--- src/rtl/datapath.sv ---
// Accumulator datapath: PC, IR, A and a 32x8 unified program/data memory.
// Optional sticky signed-overflow flag is enabled by defining DATAPATH_OVF_EN.
module datapath #(
  parameter int unsigned MEM_DEPTH = 32
) (
  input  logic       Clock,
  input  logic       Reset,
  input  logic       IRload,
  input  logic       JMPmux,
  input  logic       PCload,
  input  logic       Meminst,
  input  logic       MemWr,
  input  logic [1:0] Asel,
  input  logic       Aload,
  input  logic       Sub,
  input  logic [7:0] Input,
  input  logic       LoadEn,
  input  logic [4:0] LoadAddr,
  input  logic [7:0] LoadData,
  output logic [7:0] IR,
  output logic       Aeq0,
  output logic       Apos,
  output logic [7:0] Output,
  output logic [4:0] PC,
  output logic       Ovf
);

  typedef enum logic [1:0] {
    ASEL_ALU  = 2'b00,
    ASEL_IN   = 2'b01,
    ASEL_MEM  = 2'b10,
    ASEL_ZERO = 2'b11
  } asel_e;

  logic [7:0] mem [MEM_DEPTH];
  logic [4:0] addr;
  logic [7:0] m;
  logic [7:0] opnd;
  logic [7:0] sum;
  logic [7:0] a_next;
  logic [4:0] pc_next;
  logic [7:0] a_q;
  logic [7:0] ir_q;
  logic [4:0] pc_q;

  assign addr = Meminst ? ir_q[4:0] : pc_q;
  assign m    = mem[addr];

  always_comb begin
    opnd    = Sub ? ~m : m;
    sum     = a_q + opnd + {7'b0, Sub};
    pc_next = JMPmux ? ir_q[4:0] : pc_q + 5'd1;
    a_next  = '0;
    case (Asel)
      ASEL_ALU:  a_next = sum;
      ASEL_IN:   a_next = Input;
      ASEL_MEM:  a_next = m;
      ASEL_ZERO: a_next = '0;
      default:   a_next = '0;
    endcase
  end

  always_ff @(posedge Clock or negedge Reset) begin
    if (!Reset) begin
      pc_q <= '0;
      ir_q <= '0;
      a_q  <= '0;
    end else begin
      if (IRload) ir_q <= m;
      if (PCload) pc_q <= pc_next;
      if (Aload)  a_q  <= a_next;
    end
  end

  // Memory is not reset; writes on an edge while Reset is low are dropped.
  always_ff @(posedge Clock) begin
    if (Reset) begin
      if (LoadEn)
        mem[LoadAddr] <= LoadData;
      else if (MemWr)
        mem[addr] <= a_q;
    end
  end

`ifdef DATAPATH_OVF_EN
  logic ovf_q;

  always_ff @(posedge Clock or negedge Reset) begin
    if (!Reset)
      ovf_q <= 1'b0;
    else if (Aload && (Asel == ASEL_ALU) && (a_q[7] == opnd[7]) && (sum[7] != a_q[7]))
      ovf_q <= 1'b1;
  end

  assign Ovf = ovf_q;
`else
  assign Ovf = 1'b0;
`endif

  assign IR     = ir_q;
  assign PC     = pc_q;
  assign Output = a_q;
  assign Aeq0   = (a_q == '0);
  assign Apos   = !a_q[7] && (a_q != '0);

endmodule

--- config.mk ---
export PLATFORM = sky130hd
export DESIGN_NAME = datapath
export DESIGN_NICKNAME = d
export VERILOG_FILES = /design/src/rtl/datapath.sv
export SDC_FILE = /design/constraint.sdc
export NUM_CORES = 1
export LEC_CHECK = 0
export BUFFER_PORTS_ARGS = -buffer_cell sky130_fd_sc_hd__buf_2
export CORE_AREA = 10 10 190 148
export DETAILED_ROUTE_END_ITERATION = 12
export DIE_AREA = 0 0 200 158
export PLACE_DENSITY = 0.68
export SYNTH_ARGS = -nofsm -noshare
export SYNTH_HDL_FRONTEND = slang
export SYNTH_SLANG_ARGS = --single-unit
--- constraint.sdc ---
create_clock -name Clock -period 4.4 [get_ports Clock]
set_input_delay 0 -clock Clock [delete_from_list [all_inputs] [get_ports Clock]]
set_output_delay 0 -clock Clock [all_outputs]
set_load 0.05 [all_outputs]
; After elaboration in Yosys (flattened, before gate mapping)
; Memories as Yosys holds them, arrays and structs flattened.
; Cells that the tools add are included.
; W data, S select, Z words.
[word_totals]
ram_bits = 256
register_bits = 21
inputBits = 33
memories = 1
elab_cells = 31
[memory_table]
columns = name, depth, word_bits, read_ports, rd_clocked_by_memory_dff, write_ports, line_no
row1 = mem, 32, 8, 1, 0, 1, 35  ; logic [7:0] mem [MEM_DEPTH];
[classes]
bitwise = 1
muxes = 14
n_eq_ne = 3
reduce_logical = 6
addsub = 3
[op_table]
columns = cell, count
row1 = $pmux W8 S4, 1
row2 = $mux W8, 2
row3 = $mux W5, 3
row4 = $add A8 B1 Y8, 1
row5 = $add A8 B8 Y8, 1
row6 = $logic_not A8 Y1, 1
row7 = $mux W1, 8
row8 = $not A8 Y8, 1
row9 = $reduce_bool A8 Y1, 1
row10 = $reduce_or A8 Y1, 1
row11 = $add A5 B1 Y5 const B, 1
row12 = $eq A2 B2 Y1 const B, 2
row13 = $eq A2 B1 Y1 const B, 1
row14 = $logic_not A2 Y1, 1
row15 = $logic_and A1 B1 Y1, 1
row16 = $logic_not A1 Y1, 1

; Depth between registers and ports, before layout
; An unclocked memory read counts as a cell.
[depth]
ltp_word = 7
ltp_mapped = 20
ltp_nobuf = 17

; Worst setup path before layout
; OpenSTA, ideal clock, no wires.
[synth_timing]
path_kind = register -> register
start = register pc_q[0], in the netlist PC[0]
end = register a_q[6], in the netlist Output[6]
setup_ps = 119
t_arrival_ps = 4190
path_stages_with_launch = 20
synth_period_minus_slack_ps = 4309
t_required_ps = 4281
slack_ps = 91
path_cell_list = dfrtp_1 mux2_4 buf_6 buf_4 buf_2 mux4_2 nand2_1 a311oi_1 a31oi_1 xnor2_1 fa_1 a21o_1 a21oi_1 o21bai_1 a21oi_1 xor2_1 nand2_1 o21ai_0 o221ai_1 o21a_1
[synth_between]
elab_chain_len = 7
[synth_lines]
columns = item, line_no
row1 = from (decl), 44  ; logic [4:0] pc_q;
row2 = from (signal assigned), 70  ; if (PCload) pc_q <= pc_next;
row3 = $mux W5 (*), 46  ; assign addr = Meminst ? ir_q[4:0] : pc_q;
row4 = $mem_v2 Z32 W8 (*), n/a
row5 = $not A8 Y8, 50  ; opnd = Sub ? ~m : m;
row6 = $mux W8, 50
row7 = $add A8 B8 Y8, 51  ; sum = a_q + opnd + {7'b0, Sub};
row8 = $add A8 B1 Y8, 51
row9 = $pmux W8 S4 (*), 54  ; case (Asel)
row10 = to (signal assigned), 71  ; if (Aload) a_q <= a_next;
row11 = to (decl), 42  ; logic [7:0] a_q;
; Mark *: on every way between the ends. The rest lies on a longest branch, timed or not.
; A chain may end at the register's enable or synchronous reset.

; Worst setup path in the final report
[layout_timing]
start = register pc_q[0], in the netlist PC[0]
end = register a_q[5], in the netlist Output[5]
; The elaborated chain is that of the path after synthesis.

==> insert_results.sql <==
INSERT INTO impl_metrics (metric_group, metric, value, unit) VALUES
('outcome', 'outcome', 'finished, final reports clean', ''),
('setup_path', 'setup.worst_path.start_class', 'flop', ''),
('routing', 'wirelength', '30.3', 'mm'),
('pwr', 'power_frac_seq', '0.346', ''),
('sta', 'setup_total_negative_slack', '0', 'ns'),
('logic_synthesis', 'postSynthRegisterBits', '277', ''),
('pwr', 'power.clock.fraction', '0.224', ''),
('die', 'core_region_area', '24500', 'µm²'),
('layout', 'final_common_cell', 'edfxtp_1', ''),
('logic_synthesis', 'synth.net_count', '801', ''),
('die', 'die_area', '31600', 'µm²'),
('sta', 'max_clock_freq', '0.238', 'GHz'),
('place', 'numPortBuffers', '55', ''),
('routing', 'drt_iter0_markers', '957', ''),
('hold_path', 'hold_path.class', 'in -> reg', ''),
('job', 'max_capacitance_violation_total', '0', ''),
('logic_synthesis', 'syn_area_per_cell', '15.8', 'µm²'),
('global_routing', 'grt_antenna_before_repair', '0', ''),
('sta', 'fin_crit', '4.20', 'ns'),
('logic_synthesis', 'synth_sequential_area_ratio', '0.686', ''),
('sta', 'slew_violations', '0', ''),
('die', 'rows', '50', ''),
('die', 'floorplan.die.width', '200', 'µm'),
('logic_synthesis', 'netlist-cell-type-count', '63', ''),
('setup_path', 'timing.setup.critical_path_class', 'reg -> reg', ''),
('clock_network', 'clock_path_buffers', '3', ''),
('setup_path', 'cp_capture_type', 'flop', ''),
('pwr', 'p_int', '0.00579', 'W'),
('routing', 'routed_wire_length_per_instance', '24.9', 'µm'),
('clock_network', 'htree_levels', '1', ''),
('sta', 'max-slew-margin-rel', '0.311', ''),
('clock_network', 'clock_sinks', '277', ''),
('layout', 'post_route_cells_drive_above_1_share', '0.234', ''),
('sta', 'min_period_over_period', '0.955', ''),
('routing', 'via_count', '7309', ''),
('place', 'preCtsSetupSlack', '0.187', 'ns'),
('layout', 'layout_common_cells', 'edfxtp_1, nand2_1, nor2_1', ''),
('global_routing', 'first_global_vias', '7169', ''),
('global_routing', 'grt_max_degree', '33', ''),
('clock_network', 'total_cts_buffers', '26', ''),
('die', 'dieHeight', '158', 'µm'),
('setup_path', 'timing.critical_path.fanout_max', '12', ''),
('sta', 'finalClockSkew', '0.0249', 'ns'),
('pwr', 'power_density', '674', 'nW/µm²'),
('clock_network', 'tritoncts', 'built', ''),
('clock_network', 'clock_tree.root_cell', 'clkbuf_16', ''),
('layout', 'antenna_cells_inserted', '0', ''),
('layout', 'fillers', '1884', ''),
('pwr', 'power.switching_fraction', '0.380', ''),
('logic_synthesis', 'ys.warnings.count', '0', ''),
('setup_path', 'critical_path_required', '4.82', 'ns'),
('sta', 'report.final.hold_viol_count', '0', ''),
('global_routing', 'grtUsageTotal', '0.191', ''),
('pwr', 'p_switching', '0.00355', 'W'),
('clock_network', 'worstSkewPairLatency', '0.55', 'ns'),
('routing', 'drtPass1Iterations', '5', ''),
('pwr', 'combPwrFrac', '0.430', ''),
('die', 'io_pins', '57', ''),
('logic_synthesis', 'synth-edff-count', '256', ''),
('pwr', 'design_power_total', '0.00933', 'W'),
('global_routing', 'gr-total-overflow', '0', ''),
('clock_network', 'cts.reportedPaths.clkPinSlew', '0.07', 'ns'),
('routing', 'vias_per_cell', '6.00', ''),
('setup_path', 'worst-endpoint-arrival', '4.62', 'ns'),
('routing', 'drc', '0', ''),
('routing', 'drtAntennaViolNets', '0', ''),
('sta', 'postLayoutSetupSlackWorst', '0.197', 'ns'),
('layout', 'area_growth_syn_to_layout', '15.5', '%'),
('logic_synthesis', 'post_synthesis_instance_total', '760', ''),
('global_routing', 'wire_length_of_the_first_global_routing_pass', '45.3', 'mm'),
('sta', 'max_slew.worst_pin.slew', '1.03', 'ns'),
('pwr', 'power.static_leakage', '4.74', 'nW'),
('pwr', 'ir_worst_vdd', '0.427', 'mV'),
('logic_synthesis', 'synth.cell_area', '12000', 'µm²'),
('layout', 'nets', '902', ''),
('logic_synthesis', 'post_synth_top_flop', 'edfxtp_1', ''),
('place', 'detailedPlacementHpwl', '19.7', 'mm'),
('die', 'floorplan.initialDensity', '0.490', ''),
('sta', 'number_of_setup_violations_in_the_final_report', '0', ''),
('logic_synthesis', 'async_flop_share', '0.0758', ''),
('sta', 'rsz_0062_raised_after_global_routing', 'no', ''),
('place', 'gpl.final_weighted_congestion', '0.909', '');
[path summary, 6_finish.rpt]
| path | end | slack [ns] | from | cells past startpoint |
|---|---|---|---|---|
| min | Output[7]$_DFFE_PN0P_ | 0.05 | Asel[0] | 4 |
| max reg2reg | Output[5]$_DFFE_PN0P_ | 0.20 | PC[0]$_DFFE_PN0P_ | 13 |
| max | Output[5]$_DFFE_PN0P_ | 0.20 | PC[0]$_DFFE_PN0P_ | 13 |
| min reg2reg | IR[5]$_DFFE_PN0P_ | 0.52 | IR[5]$_DFFE_PN0P_ | 2 |
| min in group asynchronous | Output[0]$_DFFE_PN0P_ | 0.07 | Reset | 3 |
| max in group asynchronous | Output[2]$_DFFE_PN0P_ | 4.07 | Reset | 3 |
[synthesized netlist by cell type (4+ instances only)]
cell type,number,area [µm²]
o211ai_1,4,30.0
nor3_1,4,20.0
buf_2,16,80.1
mux2_2,13,146
buf_1,4,15.0
mux4_1,10,263
edfxtp_1,256,7690
nand2_1,92,345
o21ai_0,12,60.1
a31oi_1,8,50.1
o221ai_1,6,52.6
o21a_1,5,37.5
dfrtp_1,21,526
ha_1,7,87.6
nor2_1,68,255
inv_1,10,37.5
a211oi_1,4,30.0
clkbuf_1,16,60.1
o31ai_1,4,30.0
xnor2_1,9,78.8
a311oi_1,6,52.6
mux2i_1,13,130
mux4_2,45,1010
a21oi_1,23,115
o22ai_1,13,81.3
and3_1,6,37.5
nand3_1,28,140
[per-stage QoR]
step,cells,area (µm²),hold slack [ns],util
final,1218,13800,0.0452,0.566
after global routing,1218,13800,0.0682,0.566
after CTS,1207,13700,0.00675,0.560
after detailed placement,1145,12800,0.0894,0.522
after global placement,1145,12800,0.0876,0.522
after floorplan,760,12000,-0.296,-
[worst max-delay path: stages (launching register included)]
cell and delay, ns:
dfrtp_1 0.42, mux2_4 0.33, buf_12 0.20, mux4_1 0.65, mux4_2 0.58, mux2i_4 0.24, xnor2_1 0.10, ha_2 0.39
nand2_1 0.10, nor2_2 0.14, nand3_1 0.10, a31oi_1 0.19, o31ai_1 0.09, dlygate4sd3_1 0.55
[power groups by stage]
stage	clock [W]	sequential (W)	combinational, W
after floorplan	0	0.00356	0.00230
after global placement	0	0.00327	0.00374
after detailed placement	0	0.00327	0.00376
after CTS	0.00212	0.00322	0.00381
after global routing	0.00223	0.00325	0.00431
final	0.00209	0.00323	0.00401
[state kept, by name (all words and copies together), names as in the netlist]
name and flops:
Output 8, PC 5, mem 256, IR 8
[routing by layer]
metal,vias up,share of wire,GRT usage
met1,3700,0.43,0.280
li1,3190,-,-
met3,52,0.11,0.0558
met4,0,0.021,0.0424
met5,-,0,0
met2,367,0.44,0.276
[what timing repair did]
| item | 4_1_cts | 5_1_grt |
|---|---|---|
| hold buffers | 15 | 0 |
| buffers inserted | 0 | 10 |
| resized for setup | 0 | 8 |
| setup endpoints to repair | 0 | 2 |
| endpoints found under the hold margin | 42 | 0 |
[logic make-up after synthesis]
logic type               Yosys count  share of synthesized area
other                              1                   0.000313
AO/OA/AOI/OAI                    105                     0.0592
flip-flops                       277                      0.686
AND/OR/NAND/NOR                  222                     0.0820
buffers and inverters             51                     0.0209
multiplexers                      85                      0.135
adder cells (fa/ha/maj)            8                    0.00898
XOR/XNOR                          11                    0.00804
[area by class of cell]
type                            instances  area (µm²)  share of cell area
Multi-Input combinational cell        433        3580               0.259
Inverter                               10        37.5             0.00271
Clock inverter                         11        83.8             0.00606
Tap cell                              338         423              0.0306
Timing Repair Buffer                  113         811              0.0586
Sequential cell                       277        8210               0.593
Clock buffer                           36         688              0.0497
Power figures use the tool's default switching activity.
